[config.mk]
export PLATFORM = sky130hd
export DESIGN_NAME = spi_master_ctrl
export DESIGN_NICKNAME = d
export VERILOG_FILES = /design/src/rtl/spi_master_ctrl.sv
export SDC_FILE = /design/constraint.sdc
export NUM_CORES = 1
export LEC_CHECK = 0
export ABC_AREA = 1
export CORE_ASPECT_RATIO = 1.75
export CORE_MARGIN = 3
export CORE_UTILIZATION = 49
export CTS_CLUSTER_SIZE = 40
export DETAILED_ROUTE_END_ITERATION = 8
export HOLD_SLACK_MARGIN = 0.06
export MAX_ROUTING_LAYER = met4
export PLACE_DENSITY_LB_ADDON = 0.1
export SETUP_SLACK_MARGIN = 0.2
export SLEW_MARGIN = 5
export SYNTH_ARGS = -nofsm -noshare
export SYNTH_HDL_FRONTEND = slang
export SYNTH_SLANG_ARGS = --single-unit
[constraint.sdc]
create_clock -name clk -period 1.5 [get_ports clk]
set_input_delay 0.15 -clock clk [delete_from_list [all_inputs] [get_ports clk]]
set_output_delay 0.15 -clock clk [all_outputs]
set_load 0.005 [all_outputs]
[src/rtl/spi_master_ctrl.sv]
// SPI master: serializes one command frame (select cycle, cmd bit, frame MSB first)
// and, for read-data frames, captures the slave's MISO reply after a turnaround gap.
module spi_master_ctrl #(
  parameter int unsigned FRAME_W    = 10,
  parameter int unsigned RD_W       = 8,
  parameter int unsigned TURNAROUND = 2
) (
  input  logic               clk,
  input  logic               rst,
  input  logic               start,
  input  logic [FRAME_W-1:0] frame,
  input  logic               abort,
  input  logic               MISO,
  output logic               SS_n,
  output logic               MOSI,
  output logic               busy,
  output logic               done,
  output logic [RD_W-1:0]    rd_data,
  output logic               rd_valid
);

  localparam int unsigned BCNT_W = (FRAME_W > 1) ? $clog2(FRAME_W) : 1;
  localparam int unsigned RCNT_W = (RD_W > 1) ? $clog2(RD_W) : 1;
  localparam int unsigned TCNT_W = 4;

  typedef enum logic [2:0] {
    S_IDLE,
    S_SEL,
    S_SEND,
    S_TURN,
    S_RECV,
    S_FIN
  } state_t;

  state_t              state;
  logic [FRAME_W-1:0]  frame_q;
  logic [BCNT_W-1:0]   bcnt;
  logic [TCNT_W-1:0]   tcnt;
  logic [RCNT_W-1:0]   rcnt;
  logic [RD_W-1:0]     shreg;
  logic [RD_W-1:0]     shreg_nxt;
  logic                is_rd;

  assign is_rd     = (frame_q[FRAME_W-1:FRAME_W-2] == 2'b11);
  assign shreg_nxt = RD_W'({shreg, MISO});

  // Outputs are registered alongside the state, so each reflects the state being entered.
  always_ff @(posedge clk) begin
    if (rst) begin
      state    <= S_IDLE;
      frame_q  <= '0;
      bcnt     <= '0;
      tcnt     <= '0;
      rcnt     <= '0;
      shreg    <= '0;
      SS_n     <= 1'b1;
      MOSI     <= 1'b0;
      busy     <= 1'b0;
      done     <= 1'b0;
      rd_valid <= 1'b0;
      rd_data  <= '0;
    end else begin
      done     <= 1'b0;
      rd_valid <= 1'b0;
      if ((state != S_IDLE) && abort) begin
        // Abort drops the slave select at once and discards any partial capture.
        state <= S_IDLE;
        SS_n  <= 1'b1;
        MOSI  <= 1'b0;
        busy  <= 1'b0;
        bcnt  <= '0;
        tcnt  <= '0;
        rcnt  <= '0;
        shreg <= '0;
      end else begin
        case (state)
          S_IDLE: begin
            if (start) begin
              frame_q <= frame;
              state   <= S_SEL;
              SS_n    <= 1'b0;
              busy    <= 1'b1;
              MOSI    <= frame[FRAME_W-1];
            end
          end
          S_SEL: begin
            state <= S_SEND;
            MOSI  <= frame_q[FRAME_W-1];
            bcnt  <= BCNT_W'(FRAME_W - 1);
          end
          S_SEND: begin
            if (bcnt != '0) begin
              bcnt <= bcnt - BCNT_W'(1);
              MOSI <= frame_q[bcnt - BCNT_W'(1)];
            end else begin
              MOSI <= 1'b0;
              if (!is_rd) begin
                state <= S_FIN;
                SS_n  <= 1'b1;
                done  <= 1'b1;
              end else if (TURNAROUND != 0) begin
                state <= S_TURN;
                tcnt  <= TCNT_W'(TURNAROUND - 1);
              end else begin
                state <= S_RECV;
                rcnt  <= RCNT_W'(RD_W - 1);
              end
            end
          end
          S_TURN: begin
            if (tcnt != '0) begin
              tcnt <= tcnt - TCNT_W'(1);
            end else begin
              state <= S_RECV;
              rcnt  <= RCNT_W'(RD_W - 1);
            end
          end
          S_RECV: begin
            // MISO arrives MSB first; the final sample goes straight into rd_data.
            if (rcnt != '0) begin
              rcnt  <= rcnt - RCNT_W'(1);
              shreg <= shreg_nxt;
            end else begin
              state    <= S_FIN;
              SS_n     <= 1'b1;
              done     <= 1'b1;
              rd_valid <= 1'b1;
              rd_data  <= shreg_nxt;
              shreg    <= '0;
            end
          end
          S_FIN: begin
            state <= S_IDLE;
            busy  <= 1'b0;
          end
          default: begin
            state <= S_IDLE;
            SS_n  <= 1'b1;
            MOSI  <= 1'b0;
            busy  <= 1'b0;
          end
        endcase
      end
    end
  end

endmodule

# After elaboration in Yosys (flattened, before gate mapping)
# Index checks and enable logic that the tools add are counted.
[word_totals] ff_bits=44 output_inout_bits=13 elab_cells=92
[classes] add_sub_neg=3 n_lt_le_gt_ge=1 eq_ne=15 n_mux=32 n_bitwise=6 n_reduce_logical=23
[ops] cell="3-bit two-way mux" count=7
[ops] cell="2-bit != test (second input constant)" count=9
[ops] cell="4-bit two-way mux" count=4
[ops] cell="4-bit one-hot mux with 2 select lines" count=2
[ops] cell="3-bit one-hot mux with 5 select lines" count=1
[ops] cell="1-bit two-way mux" count=11
[ops] cell="3-bit AND reduction" count=3
[ops] cell="3-bit OR reduction" count=3
[ops] cell="1-bit one-hot mux with 4 select lines" count=2
[ops] cell="4-bit AND reduction" count=2
[ops] cell="4-bit nonzero test" count=2
[ops] cell="4-bit by 1-bit subtractor with 4-bit output (second input constant)" count=2
[ops] cell="7-bit two-way mux" count=1
[ops] cell="3-bit by 2-bit equality test with 1-bit output (second input constant)" count=2
[ops] cell="3-bit equality test (second input constant)" count=2
[ops] cell="1-bit NOT" count=6
[ops] cell="3-bit one-hot mux with 2 select lines" count=1
[ops] cell="2-bit AND reduction" count=3
[ops] cell="2-bit nonzero test" count=3
[ops] cell="3-bit nonzero test" count=2
[ops] cell="4-bit by 5-bit less-than comparator with 1-bit output (second input constant)" count=1
[ops] cell="5-bit AND reduction" count=1
[ops] cell="1-bit binary-select mux with 4-bit select" count=1
[ops] cell="1-bit one-hot mux with 2 select lines" count=2
[ops] cell="7 further kinds" count=7

# Longest topological paths before layout
# Gate-level depths: netlist (run 1).
[depth] depth_word=5 mapped_depth=11

# Least setup slack after synthesis (run 1)
# No wires, ideal clock.
[synth_path] path_kind="register -> register" from="register bcnt[0]" to="register MOSI" t_arrival_ns=1.429 required_time_ns=1.430 slack_ns=0.002 stages_incl_launch_ff=10 path_buffers=0 cell_sequence="dfxtp_1 -> clkinv_1 -> ha_1 -> nand3_1 -> nand2_4 -> inv_2 -> nand2_1 -> nand2_1 -> nand2_1 -> a21oi_1"
[synth_between] elab_chain_len=5
[synth_rtl] element="from (decl)" line="37" source="logic [BCNT_W-1:0] bcnt;"
[synth_rtl] element="from (signal assigned)" line="89" source="bcnt <= BCNT_W'(FRAME_W - 1);"
[synth_rtl] element="from (signal assigned)" line="93" source="bcnt <= bcnt - BCNT_W'(1);"
[synth_rtl] element="4-bit by 1-bit subtractor with 4-bit output" line="94" source="MOSI <= frame_q[bcnt - BCNT_W'(1)];"
[synth_rtl] element="1-bit binary-select mux with 4-bit select" line="94"
[synth_rtl] element="1-bit two-way mux (implied by the code)" line="94"
[synth_rtl] element="1-bit two-way mux *" line="92" source="if (bcnt != '0) begin"
[synth_rtl] element="1-bit one-hot mux with 4 select lines *" line="76" source="case (state)"
[synth_rtl] element="to (signal assigned)" line="83" source="MOSI <= frame[FRAME_W-1];"
[synth_rtl] element="to (signal assigned)" line="88" source="MOSI <= frame_q[FRAME_W-1];"
[synth_rtl] element="to (signal assigned)" line="94"
[synth_rtl] element="to (decl)" line="15" source="output logic MOSI,"
# Mark *: on every way between the ends. The rest lies on a longest branch, timed or not. The select of a mux whose other input is x is not followed.
# A chain may end at the register's enable or synchronous reset.

# Worst setup path in the final report (run 1)
[layout_path] from="register state[0]" to="register tcnt[0]"
[layout_between] elab_chain_len=3
[layout_rtl] element="from (decl)" line="35" source="state_t state;"
[layout_rtl] element="from (signal assigned)" line="50" source="state <= S_IDLE;"
[layout_rtl] element="from (signal assigned)" line="67" source="state <= S_IDLE;"
[layout_rtl] element="from (signal assigned)" line="80" source="state <= S_SEL;"
[layout_rtl] element="3-bit by 2-bit equality test with 1-bit output / 3-bit nonzero test (equally long branches)" line="76, 65"
[layout_rtl] element="2-bit != test (no line), or another cell as far along"
[layout_rtl] element="4-bit AND reduction (no line) / 2-bit OR reduction (equally long branches)"
[layout_rtl] element="to (signal assigned)" line="103" source="tcnt <= TCNT_W'(TURNAROUND - 1);"
[layout_rtl] element="to (signal assigned)" line="112" source="tcnt <= tcnt - TCNT_W'(1);"
[layout_rtl] element="to (decl)" line="38" source="logic [TCNT_W-1:0] tcnt;"
# Several ways; a longest one is shown, not always the timed one.

==> flow_metrics.py, run 1 <==
metrics = {
    "job": {
        "max_cap_violations": 0,
    },
    "global_route": {
        "groute.layer.met2.usage": 0.3557,
        "grt_remaining_overflow": 0,
        "grtUsageTotal": 0.2125,
        "grt_busiest_layer": "met2",
        "grt_pass1_vias": 1902,
        "globalRouteMet1Util": 0.2253,
        "global_route_wire_length_before_repair_mm": 7.831,
        "number_of_antenna_violations_at_the_first_check_in_global_routing": 0,
        "global_route.usage.met3": 0.04553,
        "grt_start_max_net_pins": 17,
    },
    "finish": {
        "finalNetCount": 364,
        "multiInputGateArea_sq_mm": 0.001308,
        "areaGrowthSynthToFinish_pct": 47.07,
        "drive_gt1_frac": 0.3671,
        "antenna-diode-count": 0,
        "n_fill_cell": 300,
        "sequential_cell_area_sq_um": 907.1,
    },
    "clock_network": {
        "cts_htree_levels": 2,
        "clk_transition_reported_paths_ns": 0.08,
        "buffer_levels_on_the_longest_clock_path": 2,
        "cts-root-buf": "clkbuf_8",
        "clock_sinks": 44,
        "tritoncts.num_buffers": 5,
        "cts_tree": "done",
        "clock_latency_ns": 0.29,
    },
    "logic_synthesis": {
        "synth_seq_area_share": 0.4249,
        "synth_enable_flop_cells": 0,
        "synthesized_netlist_net_count": 307,
        "async_reset_ff_frac": 0,
        "yosys.cell_types.count": 26,
        "synth-seq-cells": 44,
        "netlist_instances": 288,
        "syn-mean-instance-area_sq_um": 7.199,
        "synth.cell_area_sq_mm": 0.002073,
        "yosysWarningCount": 0,
        "ys_dominant_reg_cell": "dfxtp_1",
    },
    "sta": {
        "final.min_clock_period_ns": 1.346,
        "max_freq_mhz": 742.9,
        "worst_slew_pin_slew_ns": 0.2371,
        "maxSlewHeadroom": 0.8416,
        "tns_ns": 0,
        "period_share": 0.8974,
        "timing.clock.skew_ns": 0.004844,
        "grt_setup_unrepaired": "true",
        "hold_viol": 0,
        "drv_slew": 0,
        "setup_viol": 0,
    },
    "worst_setup_path": {
        "start_kind": "flop",
        "worstPathMaxFanout": 5,
        "endpoint_kind": "flop",
        "worst_ep_arrival_time_ns": 1.53,
        "setup.worst_path.class": "flop to flop",
        "cp_data_required_time_ns": 1.68,
    },
    "floorplanning": {
        "io_pins": 28,
        "fp-row-count": 30,
        "chipHeight_microns": 92.05,
        "core_area_sq_mm": 0.003979,
        "design.die.area_sq_mm": 0.005078,
        "die_x_microns": 55.17,
        "start_util": 0.5211,
    },
    "route": {
        "detail_route.iter0.violations": 59,
        "routedWlPerCell_microns": 13.69,
        "num_vias": 2113,
        "drcViolationCount": 0,
        "wl_mm": 5.393,
        "viasPerCell": 5.363,
        "drt-pass1-iter-count": 4,
        "drtAntennaViolNets": 0,
    },
    "min_path": {
        "hold_class": "input port to flop",
    },
    "pwr": {
        "total_leakage_power_nw": 1.348,
        "maximum_resistive_drop_on_vdd_uv": 983.3,
        "pwr_density_cell_mw_per_mm2": 1038,
        "total_power_mw": 3.164,
    },
    "placed_design": {
        "globalplace.congestion": 0.8712,
        "hpwlAfterDp_mm": 3.458,
        "io_buffer_count": 27,
    },
    "status": {
        "outcome": "completed",
    },
}
[report_power, final]
group          leakage (nW)  total [mW]  switching, mW  internal, mW
clock                0.0445       0.765          0.390         0.374
combinational         0.938        1.08          0.597         0.482
sequential            0.365        1.32         0.0625          1.26
[placed cells by master (no fill, tap or decap), types with 2 or more instances in the layout]
master	netlist	final
dlymetal6s2s_1	0	6
ha_4	0	4
clkdlybuf4s50_1	0	20
nand3_4	1	3
o21ai_0	9	5
dfxtp_1	44	31
clkbuf_8	0	6
nand2_4	2	9
nand2_2	6	12
inv_1	20	13
dfxtp_2	0	9
nor2_2	0	4
a211oi_2	0	2
nor2_1	14	9
inv_2	6	7
inv_4	1	7
nand3_1	32	23
dfxtp_4	0	4
o21ai_1	0	3
nor2_4	5	6
buf_4	1	22
nand2_1	88	74
nand4_1	2	2
a21oi_2	0	11
nand3_2	0	7
a21oi_1	38	27
buf_6	2	5
[critical path, cell delays in order, from the launching register on]
cell and delay [ns]:
dfxtp_4 0.40, nand2_2 0.08, nor2_2 0.16, nand2_4 0.10, nand2_4 0.08, nand3b_1 0.16, nor3_2 0.20, nor2_1 0.06
[metrics by stage]
step / worst slack, ns / utilization / hold slack [ns] / std cells / instance area (sq um)
after floorplan: 0.2378 / - / 0.2946 / 288 / 2087
after global placement: 0.1192 / 0.6179 / 0.4509 / 368 / 2459
after detailed placement: 0.05312 / 0.6179 / 0.4537 / 368 / 2459
after CTS: 0.1860 / 0.6805 / 0.4204 / 387 / 2708
after global routing: 0.1006 / 0.7664 / 0.4240 / 394 / 3049
final: 0.1539 / 0.7664 / 0.4282 / 394 / 3049
[metal layers]
layer  wire, microns  part of all wire  up-vias
li1                -                 -     1050
met3             191             0.035       23
met4             224             0.042        0
met1            2044              0.38      984
met5               0                 0        -
met2            2932              0.54       56
[final cells by class]
class / instances / share of cell area
clock buffer: 7 / 0.02831
clock inverter: 1 / 0.002462
inverter: 30 / 0.04596
multi-input combinational: 208 / 0.4288
sequential: 44 / 0.2975
tap: 48 / 0.01970
timing repair buffer: 56 / 0.1773
[cell usage after synthesis (3+ instances only)]
library cell,number,share of area
nor2_4,5,0.027
inv_1,20,0.036
inv_2,6,0.011
nand2_2,6,0.018
o21ai_0,9,0.022
nand3_1,32,0.077
a21oi_1,38,0.092
clkinv_1,3,0.0054
nor2_1,14,0.025
ha_1,4,0.024
nand2_1,88,0.16
dfxtp_1,44,0.42
[state kept, by name, summed over array words and instances, names as in the netlist]
register	flops
MOSI	1
SS_n	1
bcnt	4
busy	1
done	1
frame_q	10
rcnt	3
rd_data	8
rd_valid	1
shreg	7
state	3
tcnt	4
[repair_timing]
item,in CTS,in global routing
pin swaps,13,35
hold buffers,0,0
setup buffers,11,7
resized for setup,30,81
setup endpoints to repair,43,53
[path summary, 6_finish.rpt]
path                                  from    endpoint  slack, ns  cells past startpoint
worst max-delay path              state[0]     tcnt[0]       0.15                      7
worst min-delay path              frame[2]  frame_q[2]       0.43                      3
worst max register to register    state[0]     tcnt[0]       0.15                      7
worst min register to register  rd_data[2]  rd_data[2]       0.46                      2
[cell families after synthesis]
family | share of synthesized area
simple gates | 0.3386
fa+ha+maj | 0.02414
compound gates | 0.1285
buf+inv | 0.07544
flops | 0.4249
xor+xnor | 0.008451
Power figures use the tool's default switching activity.
==> run 2: changes to the inputs <==
--- a/config.mk
+++ b/config.mk
@@ -14,5 +14,5 @@
 export HOLD_SLACK_MARGIN = 0.06
 export MAX_ROUTING_LAYER = met4
-export PLACE_DENSITY_LB_ADDON = 0.1
+export PLACE_DENSITY = 0.79
 export SETUP_SLACK_MARGIN = 0.2
 export SLEW_MARGIN = 5
==> constraint.sdc (replaced) <==
create_clock -name clk -period 1.5 [get_ports clk]
set_input_delay 0.225 -clock clk [delete_from_list [all_inputs] [get_ports clk]]
set_output_delay 0.225 -clock clk [all_outputs]
set_load 0.005 [all_outputs]
==> flow_metrics.py, run 2 (synthesis gave the netlist of run 1 again) <==
metrics = {
    "global_route": {
        "grt_start_max_net_pins": 19,
        "number_of_antenna_violations_at_the_first_check_in_global_routing": 0,
        "global_route_wire_length_before_repair_mm": 8.280,
        "grt_pass1_vias": 1935,
        "grt_remaining_overflow": 0,
        "grtUsageTotal": 0.2212,
    },
    "finish": {
        "areaGrowthSynthToFinish_pct": 39.35,
        "largest_register": "frame_q",
        "top_registers": "frame_q (10), rd_data (8), shreg (7)",
        "final_core_utilization": 0.7261,
        "drive_gt1_frac": 0.3265,
        "antenna-diode-count": 0,
        "largest_register_ff_count": 10,
        "finalNetCount": 358,
        "mostFrequentLayoutCell": "nand2_1",
        "final_cell_mix": "nand2_1 (79), a21oi_1 (30), nand3_1 (28), dfxtp_1 (26), buf_4 (20)",
        "n_fill_cell": 320,
    },
    "worst_setup_path": {
        "endpoint_kind": "flop",
        "start_kind": "flop",
        "worstPathMaxFanout": 4,
        "worst_ep_arrival_time_ns": 1.55,
        "r2r.worst_path.cells": 8,
        "setup.worst_path.class": "flop to flop",
        "cp_data_required_time_ns": 1.73,
    },
    "pwr": {
        "total_leakage_power_nw": 1.272,
        "cell_internal_pwr_mw": 2.223,
        "switchingPower_mw": 1.018,
        "power.share.combinational": 0.292,
        "p_seq_frac": 0.410,
        "maximum_resistive_drop_on_vdd_uv": 891.3,
        "swShare": 0.3141,
        "pwr_density_cell_mw_per_mm2": 1122,
        "share_clk_of_total_power": 0.298,
    },
    "sta": {
        "hold_viol": 0,
        "drv_slew": 0,
        "grt_setup_unrepaired": "true",
        "maxSlewHeadroom": 0.8485,
        "period_share": 0.8846,
        "final.min_clock_period_ns": 1.327,
        "worst_slew_pin_slew_ns": 0.2249,
        "tns_ns": 0,
        "timing.clock.skew_ns": 0.004985,
        "setup_viol": 0,
        "max_freq_mhz": 753.6,
    },
    "clock_network": {
        "clock_sinks": 44,
        "cts.hold.buffers_added": 0,
        "cts_tree": "done",
        "buffer_levels_on_the_longest_clock_path": 2,
        "tritoncts.num_buffers": 5,
        "cts_htree_levels": 2,
        "clk_transition_reported_paths_ns": 0.09,
        "clock_latency_ns": 0.30,
        "cts-root-buf": "clkbuf_8",
    },
    "route": {
        "viasPerCell": 5.307,
        "wl_mm": 5.190,
        "drtAntennaViolNets": 0,
        "drt-pass1-iter-count": 4,
        "drcViolationCount": 0,
        "detail_route.iter0.violations": 60,
        "routedWlPerCell_microns": 13.38,
        "num_vias": 2059,
    },
    "floorplanning": {
        "die_x_microns": 55.17,
        "fp-row-count": 30,
        "design.die.area_sq_mm": 0.005078,
        "io_pins": 28,
        "core_area_sq_mm": 0.003979,
        "chipHeight_microns": 92.05,
        "start_util": 0.5211,
    },
    "placed_design": {
        "hpwlAfterDp_mm": 3.383,
        "globalplace.congestion": 0.9286,
        "io_buffer_count": 27,
    },
    "min_path": {
        "hold_class": "flop to flop",
        "min_path_cells": 2,
    },
    "status": {
        "outcome": "completed",
    },
    "job": {
        "max_cap_violations": 0,
    },
}
## run 2: changes by cell type in the layout (fill, tap and decap cells not counted), sizes merged
cell and delta:
clkinvlp -1, clkinv +1, clkbuf -1, dlygate4sd2 +12, bufinv +1, buf -6
dlymetal6s2s -6, clkdlybuf4s50 -6
## run 2: what timing repair did
item                       4_1_cts  5_1_grt
pin swaps                        9       16
buffers inserted                 4       10
resized for setup               57       36
setup endpoints to repair       56       37
## run 2: routing by layer
metal | routed length (microns) | up-vias | share of wire | GRT usage
met5 | 0 | - | 0 | -
met4 | 230 | 0 | 0.044 | 0.1116
met3 | 213 | 17 | 0.041 | 0.03740
met2 | 2687 | 61 | 0.52 | 0.3557
met1 | 2058 | 951 | 0.40 | 0.2531
li1 | - | 1030 | - | -
## run 2: through the flow
step | hold WS, ns | setup WS, ns | area, sq um | cells | power, mW
floorplan | 0.3696 | 0.2378 | 2087 | 288 | 1.854
global route | 0.4762 | 0.06019 | 2889 | 388 | 3.406
finish | 0.4619 | 0.1731 | 2889 | 388 | 3.241
global placement | 0.4480 | 0.1095 | 2456 | 366 | 2.064
detailed placement | 0.4533 | 0.09017 | 2456 | 366 | 2.080
CTS | 0.4653 | 0.1435 | 2709 | 378 | 3.118
## run 2: layout make-up
cell class / instances / area [sq um] / area share
clock inverters: 2 / 38.79 / 0.01343
flip-flops and latches: 44 / 913.4 / 0.3162
well taps: 48 / 60.06 / 0.02079
repair buffers: 50 / 446.7 / 0.1546
clock buffers: 6 / 82.58 / 0.02858
inverters: 30 / 140.1 / 0.04851
multi-input cells: 208 / 1207 / 0.4179
## run 2: critical path: stages (launching register included)
cell,delay (ns)
dfxtp_2,0.33
inv_2,0.09
ha_4,0.15
nand2_2,0.07
nand2_4,0.09
nand2_2,0.07
nand3b_1,0.18
nand2_1,0.09
a21oi_1,0.17
## run 2: worst paths after layout
check,endpoint,start,slack (ns)
min,rd_data[7],rd_data[7],0.46
max reg2reg,tcnt[2],tcnt[0],0.17
min reg2reg,rd_data[7],rd_data[7],0.46
max,tcnt[2],tcnt[0],0.17
## run 2: power groups by stage
stage	clock, mW	combinational [mW]	sequential, mW
finish	0.964	0.947	1.33
global route	1.02	1.05	1.34
CTS	0.974	0.820	1.32
detailed placement	0	0.735	1.34
global placement	0	0.721	1.34
floorplan	0	0.522	1.33
==> run 3: changes to the inputs <==
- CTS_CLUSTER_DIAMETER: not set -> 200
==> results of run 3 <==
The final DEF is identical to that of run 2; final timing and power are the same.
